`config.mk`:
```
export PLATFORM = sky130hd
export DESIGN_NAME = multicycle_core
export DESIGN_NICKNAME = d
export VERILOG_FILES = /design/src/rtl/core_pkg.sv /design/src/rtl/core_jump_lut.sv /design/src/rtl/multicycle_core.sv
export SDC_FILE = /design/constraint.sdc
export NUM_CORES = 1
export LEC_CHECK = 0
export CORE_MARGIN = 2
export CORE_UTILIZATION = 52
export CTS_BUF_LIST = sky130_fd_sc_hd__clkbuf_4 sky130_fd_sc_hd__clkbuf_8
export CTS_CLUSTER_SIZE = 30
export DETAILED_ROUTE_END_ITERATION = 16
export GPL_ROUTABILITY_DRIVEN = 0
export MAX_ROUTING_LAYER = met4
export PLACE_DENSITY = 0.77
export SLEW_MARGIN = 10
export SYNTH_ARGS = -nofsm -noshare
export SYNTH_HDL_FRONTEND = slang
export SYNTH_SLANG_ARGS = --single-unit
```
`constraint.sdc`:
```
create_clock -name clk -period 6.39 [get_ports clk]
set_clock_uncertainty 0.05 [all_clocks]
set_input_delay 1.278 -clock clk [delete_from_list [all_inputs] [get_ports clk]]
set_output_delay 1.278 -clock clk [all_outputs]
set_load 0.005 [all_outputs]
```
`src/rtl/core_pkg.sv`:
```
// Shared types and constants for the multicycle 9-bit-ISA core.
package core_pkg;

    typedef enum logic [2:0] {
        OP_ADD  = 3'b000,
        OP_SUB  = 3'b001,
        OP_AND  = 3'b010,
        OP_XOR  = 3'b011,
        OP_LD   = 3'b100,
        OP_ST   = 3'b101,
        OP_JNZ  = 3'b110,
        OP_HALT = 3'b111
    } opcode_e;

    typedef enum logic [2:0] {
        S_IDLE,
        S_FETCH,
        S_EXEC,
        S_MEM,
        S_DONE
    } state_e;

    localparam int INSTR_W   = 9;
    localparam int OP_MSB    = 8;
    localparam int OP_LSB    = 6;
    localparam int RD_MSB    = 5;
    localparam int RD_LSB    = 3;
    localparam int RS_MSB    = 2;
    localparam int RS_LSB    = 0;
    localparam int LUT_AW    = 6;
    localparam int LUT_DEPTH = 64;

endpackage

```
`src/rtl/core_jump_lut.sv`:
```
// Runtime-loadable JNZ target table: synchronous write, asynchronous read.
module core_jump_lut
    import core_pkg::*;
#(
    parameter int PC_W = 10
) (
    input  logic              clk,
    input  logic              reset,
    input  logic              we,
    input  logic [LUT_AW-1:0] waddr,
    input  logic [PC_W-1:0]   wdata,
    input  logic [LUT_AW-1:0] raddr,
    output logic [PC_W-1:0]   rdata
);

    logic [PC_W-1:0] entries [LUT_DEPTH];

    // NOTE: the table is reset so a JNZ taken before any load lands on PC 0 deterministically.
    always_ff @(posedge clk or negedge reset) begin
        if (!reset) begin
            for (int i = 0; i < LUT_DEPTH; i++) entries[i] <= '0;
        end else if (we) begin
            entries[waddr] <= wdata;
        end
    end

    // A write in the same cycle as a read returns the old entry.
    assign rdata = entries[raddr];

endmodule

```
`src/rtl/multicycle_core.sv`:
```
// Multicycle 9-bit-ISA core: FETCH/EXEC/MEM FSM with req/ack instruction and data ports.
module multicycle_core
    import core_pkg::*;
#(
    parameter int DATA_W  = 8,
    parameter int PC_W    = 10,
    parameter int NREGS   = 8,
    parameter int DONE_PC = 128
) (
    input  logic              clk,
    input  logic              reset,
    input  logic              start,
    output logic              imem_req,
    output logic [PC_W-1:0]   imem_addr,
    input  logic [INSTR_W-1:0] imem_rdata,
    input  logic              imem_ack,
    output logic              dmem_req,
    output logic              dmem_we,
    output logic [DATA_W-1:0] dmem_addr,
    output logic [DATA_W-1:0] dmem_wdata,
    input  logic [DATA_W-1:0] dmem_rdata,
    input  logic              dmem_ack,
    input  logic              lut_we,
    input  logic [LUT_AW-1:0] lut_waddr,
    input  logic [PC_W-1:0]   lut_wdata,
    output logic              busy,
    output logic              done,
    output logic [PC_W-1:0]   pc
);

    state_e              state, state_nx;
    logic [INSTR_W-1:0]  ir;
    logic [DATA_W-1:0]   regs [NREGS];
    opcode_e             op;
    logic [2:0]          rd, rs;
    logic [DATA_W-1:0]   rd_val, rs_val, alu_y;
    logic [PC_W-1:0]     pc_inc, lut_rdata;
    logic                at_done_pc;

    assign op         = opcode_e'(ir[OP_MSB:OP_LSB]);
    assign rd         = ir[RD_MSB:RD_LSB];
    assign rs         = ir[RS_MSB:RS_LSB];
    assign rd_val     = regs[rd];
    assign rs_val     = regs[rs];
    assign pc_inc     = pc + PC_W'(1);
    assign at_done_pc = (pc == PC_W'(DONE_PC));

    assign imem_addr  = pc;
    assign dmem_addr  = (op == OP_ST) ? rd_val : rs_val;
    assign dmem_wdata = rs_val;

    core_jump_lut #(.PC_W(PC_W)) u_lut (
        .clk   (clk),
        .reset (reset),
        .we    (lut_we),
        .waddr (lut_waddr),
        .wdata (lut_wdata),
        .raddr (ir[LUT_AW-1:0]),
        .rdata (lut_rdata)
    );

    always_comb begin
        alu_y = '0;
        case (op)
            OP_ADD:  alu_y = rd_val + rs_val;
            OP_SUB:  alu_y = rd_val - rs_val;
            OP_AND:  alu_y = rd_val & rs_val;
            OP_XOR:  alu_y = rd_val ^ rs_val;
            default: alu_y = '0;
        endcase
    end

    // NOTE: every output is given a default before the case so no path leaves one unassigned (no latches).
    always_comb begin
        state_nx = state;
        imem_req = 1'b0;
        dmem_req = 1'b0;
        dmem_we  = 1'b0;
        busy     = 1'b0;
        done     = 1'b0;
        case (state)
            S_IDLE: if (start) state_nx = S_FETCH;
            S_FETCH: begin
                busy = 1'b1;
                if (at_done_pc) begin
                    state_nx = S_DONE;
                end else begin
                    imem_req = 1'b1;
                    if (imem_ack) state_nx = S_EXEC;
                end
            end
            S_EXEC: begin
                busy = 1'b1;
                case (op)
                    OP_LD, OP_ST: state_nx = S_MEM;
                    OP_HALT:      state_nx = S_DONE;
                    default:      state_nx = S_FETCH;
                endcase
            end
            S_MEM: begin
                busy     = 1'b1;
                dmem_req = 1'b1;
                dmem_we  = (op == OP_ST);
                if (dmem_ack) state_nx = S_FETCH;
            end
            S_DONE: begin
                done = 1'b1;
                if (start) state_nx = S_FETCH;
            end
            default: state_nx = S_IDLE;
        endcase
    end

    // NOTE: state-holding blocks use non-blocking assignments so all flops update from pre-edge values.
    always_ff @(posedge clk or negedge reset) begin
        if (!reset) state <= S_IDLE;
        else        state <= state_nx;
    end

    always_ff @(posedge clk or negedge reset) begin
        if (!reset) begin
            pc <= '0;
            ir <= '0;
            for (int i = 0; i < NREGS; i++) regs[i] <= '0;
        end else begin
            case (state)
                S_IDLE, S_DONE: if (start) pc <= '0;
                S_FETCH: if (imem_req && imem_ack) ir <= imem_rdata;
                S_EXEC: begin
                    case (op)
                        OP_ADD, OP_SUB, OP_AND, OP_XOR: begin
                            regs[rd] <= alu_y;
                            pc       <= pc_inc;
                        end
                        OP_JNZ:  pc <= (regs[0] != '0) ? lut_rdata : pc_inc;
                        default: ;
                    endcase
                end
                S_MEM: begin
                    if (dmem_ack) begin
                        if (op == OP_LD) regs[rd] <= dmem_rdata;
                        pc <= pc_inc;
                    end
                end
                default: ;
            endcase
        end
    end

endmodule

```
==> run metrics <==
Total Die Area=0.0693 mm²; routed vias/inst=6.38; Crit Path Category=reg -> out; area grow syn2layout=10.6%; Final setup viols=0; Mean Syn Cell Area=14.1 µm²; Worst IR Drop VDD=307 µV; CTS max path bufs=3; worst hold path type=reg -> reg; Starting DRT DRC Count=2082; Final Max Tran Viols=0; relative slew slack=16.1%; Clk pwr share=24.7%; grt total ovfl=0; leading area contributor after synthesis=dfrtp_1; first-pass GRT wire length=137000 µm; PortBufs=79; Post-DP HPWL=56200 µm; Clock Sinks=726; top cells by count, synth=dfrtp_1 (726), mux2_2 (672), mux4_2 (174); post-CTS sizing=0; DIE HEIGHT=263 µm; Yosys top cell area share=52.0%; Post-synth ARST share=100%; Critical Path Start Type=flip-flop; Mapped Cells=2469; max_cap viols=0; sequential cell area fraction in the yosys report=52.0%; clk slew on worst S/H paths=0.06 ns; # IOs=80; cell mode on critical path=inv_1; DRT Wirelength=87900 µm; Slew @ Worst Pin=1.26 ns; row count=95; # H-tree levels=3; WL/cell=25.3 µm; count leader, synth=dfrtp_1; via count=22.2k; vias in the first global route=22.9k; Arr. time, crit path=3.97 ns; Core ar.=0.0668 mm²; worst setup margin=1.09 ns; DRC viols=0; total track usage=26.4%; crit path cell chain=inv_1 -> nor3_1 -> a22oi_1 -> and4_1 -> inv_1 -> nor2_1 -> a21oi_1 -> clkdlybuf4s50_1; Buf/Inv on CP=3; Root Buffer Master=clkbuf_8; DRT antenna net count=0; nets=2574; sw frac=36.0%; number of buffers inserted during clock tree synthesis=115; synth unique cells=71; leakage dissipation=17.5 nW; CP Capture Type=primary output; CTS tree=yes; RSZ-0062 raised after global routing=false; Slowest cell on crit path=nor3_1; EDFF count, synth=0; Final Cycle Share=82.9%; final critical-path required period=5.30 ns; share of cells above drive strength 1=42.4%; fillers=5126; setup TNS=0 ns; Place WS=1.45 ns; synthesized area=0.0349 mm²; CP max stage delay=0.94 ns; Worst Path Required=5.06 ns; DRT Pass-1 Iters=6; top_reg_cell synth=dfrtp_1; CP top delay family=simple AND/OR/NAND/NOR gates; Final Hold Vio Count=0; Net Switching=5.95 mW; Seq pwr share=37.1%; outcome=completed; Yosys warnings=0; Syn Nets=2527; main area contributors after synthesis=dfrtp_1 (52%), mux2_2 (22%), mux4_2 (11%); Fmax achieved=0.189 GHz; worst-path maximum fanout=19; Die X=263 µm; PD cells=427 mW/mm²; Hold-fix buffers, CTS=0; Comb power frac=38.2%; worst skew pair latency=0.73 ns; antenna violations before repair=2; Yosys reg bits=726; largest net degree at the start of global routing=174; setup bufs post-CTS=0; Int Pwr=10.6 mW; Initial Util=52.3%
==> per-layer routing <==
layer / part of all wire [%] / GRT usage [%] / up-vias
li1: - / - / 9244
met5: 0 / - / -
met3: 7.3 / 4.96 / 231
met1: 41 / 35.4 / 11688
met4: 3.5 / 9.44 / 0
met2: 48 / 40.6 / 998
==> area by class of cell <==
class	count	area, µm²	share of cell area (%)
inverters	26	97.6	0.253
well taps	873	1090	2.83
diodes	2	5.00	0.0130
clock buffers	183	2240	5.81
repair buffers	105	1050	2.71
flip-flops and latches	726	18200	47.1
clock inverters	19	150	0.389
multi-input cells	1542	15800	40.9
==> sequential cells by signal (all words and copies together) (netlist names) <==
name           cells
u_lut.entries    640
regs              64
imem_addr         10
ir                 9
state              3
==> power groups by stage <==
stage	combinational, mW	sequential [mW]	clock, mW
after floorplan	4.71	5.75	0
after global placement	6.09	6.10	0
after detailed placement	6.24	6.17	0
after CTS	6.26	6.10	4.13
after global routing	6.74	6.22	4.36
final	6.30	6.12	4.08
==> worst reg2reg max path: stages, from the launching register on <==
cell and delay [ns]:
dfrtp_1 0.70, inv_1 0.36, nor3_1 0.94, a22oi_1 0.16, and4_1 0.25, ha_1 0.23
fa_1 0.47, nor2b_1 0.13, o21ai_0 0.10, a21boi_0 0.28, o21a_1 0.17, or3_1 0.10
a21oi_1 0.05, o21ai_0 0.88, mux2_2 0.32
==> worst paths after layout <==
kind | start | endpoint | slack, ns | cells after the start
setup / recovery | ir[5] | dmem_addr[0] | 1.09 | 8
hold / removal | u_lut.entries[618] | u_lut.entries[618] | 0.45 | 1
setup reg to reg | ir[5] | regs[46] | 1.14 | 14
hold reg to reg | u_lut.entries[618] | u_lut.entries[618] | 0.45 | 1
max in group asynchronous | reset | u_lut.entries[527] | 4.30 | 2
min in group asynchronous | reset | u_lut.entries[239] | 0.50 | 1
==> logic make-up (layout without fill, tap and decap cells) <==
kind of cell / count (synthesis) / count (layout) / share of synthesized area, %
buf+inv: 201 / 333 / 2.74
simple gates: 361 / 361 / 4.67
xor+xnor: 15 / 15 / 0.376
flops: 726 / 726 / 52.0
fa+ha+maj: 19 / 19 / 0.702
compound gates: 221 / 221 / 4.17
mux: 926 / 926 / 35.3
other cells: 0 / 2 / 0
==> per-stage QoR <==
step,utilization [%],hold slack (ns),power (mW),area (µm²),instances
after global routing,57.8,0.456,17.3,38600,3476
after detailed placement,54.2,0.438,12.4,36200,3271
after CTS,57.8,0.450,16.5,38600,3473
after floorplan,-,0.411,10.5,34900,2469
final,57.8,0.449,16.5,38600,3476
after global placement,54.2,0.432,12.2,36200,3271
==> placed cells by master, fill, tap and decap left out, drive strengths merged, types with 6 or more instances in the layout <==
cell and n:
nor4 7, o21ai 40, clkinv 14, mux4 177
ha 18, a21oi 65, or3 7, a31oi 7
o22ai 20, a22oi 26, nand3 26, mux2 674
dfrtp 726, a221oi 15, clkbuf 183, mux2i 75
buf 37, o211ai 6, nor3 20, nor2b 14
nand2b 7, o31ai 9, and2 10, inv 29
nor3b 7, clkdlybuf4s50 68, nor2 144, nand2 100
xnor2 12
(Power assumes the default switching activity.)
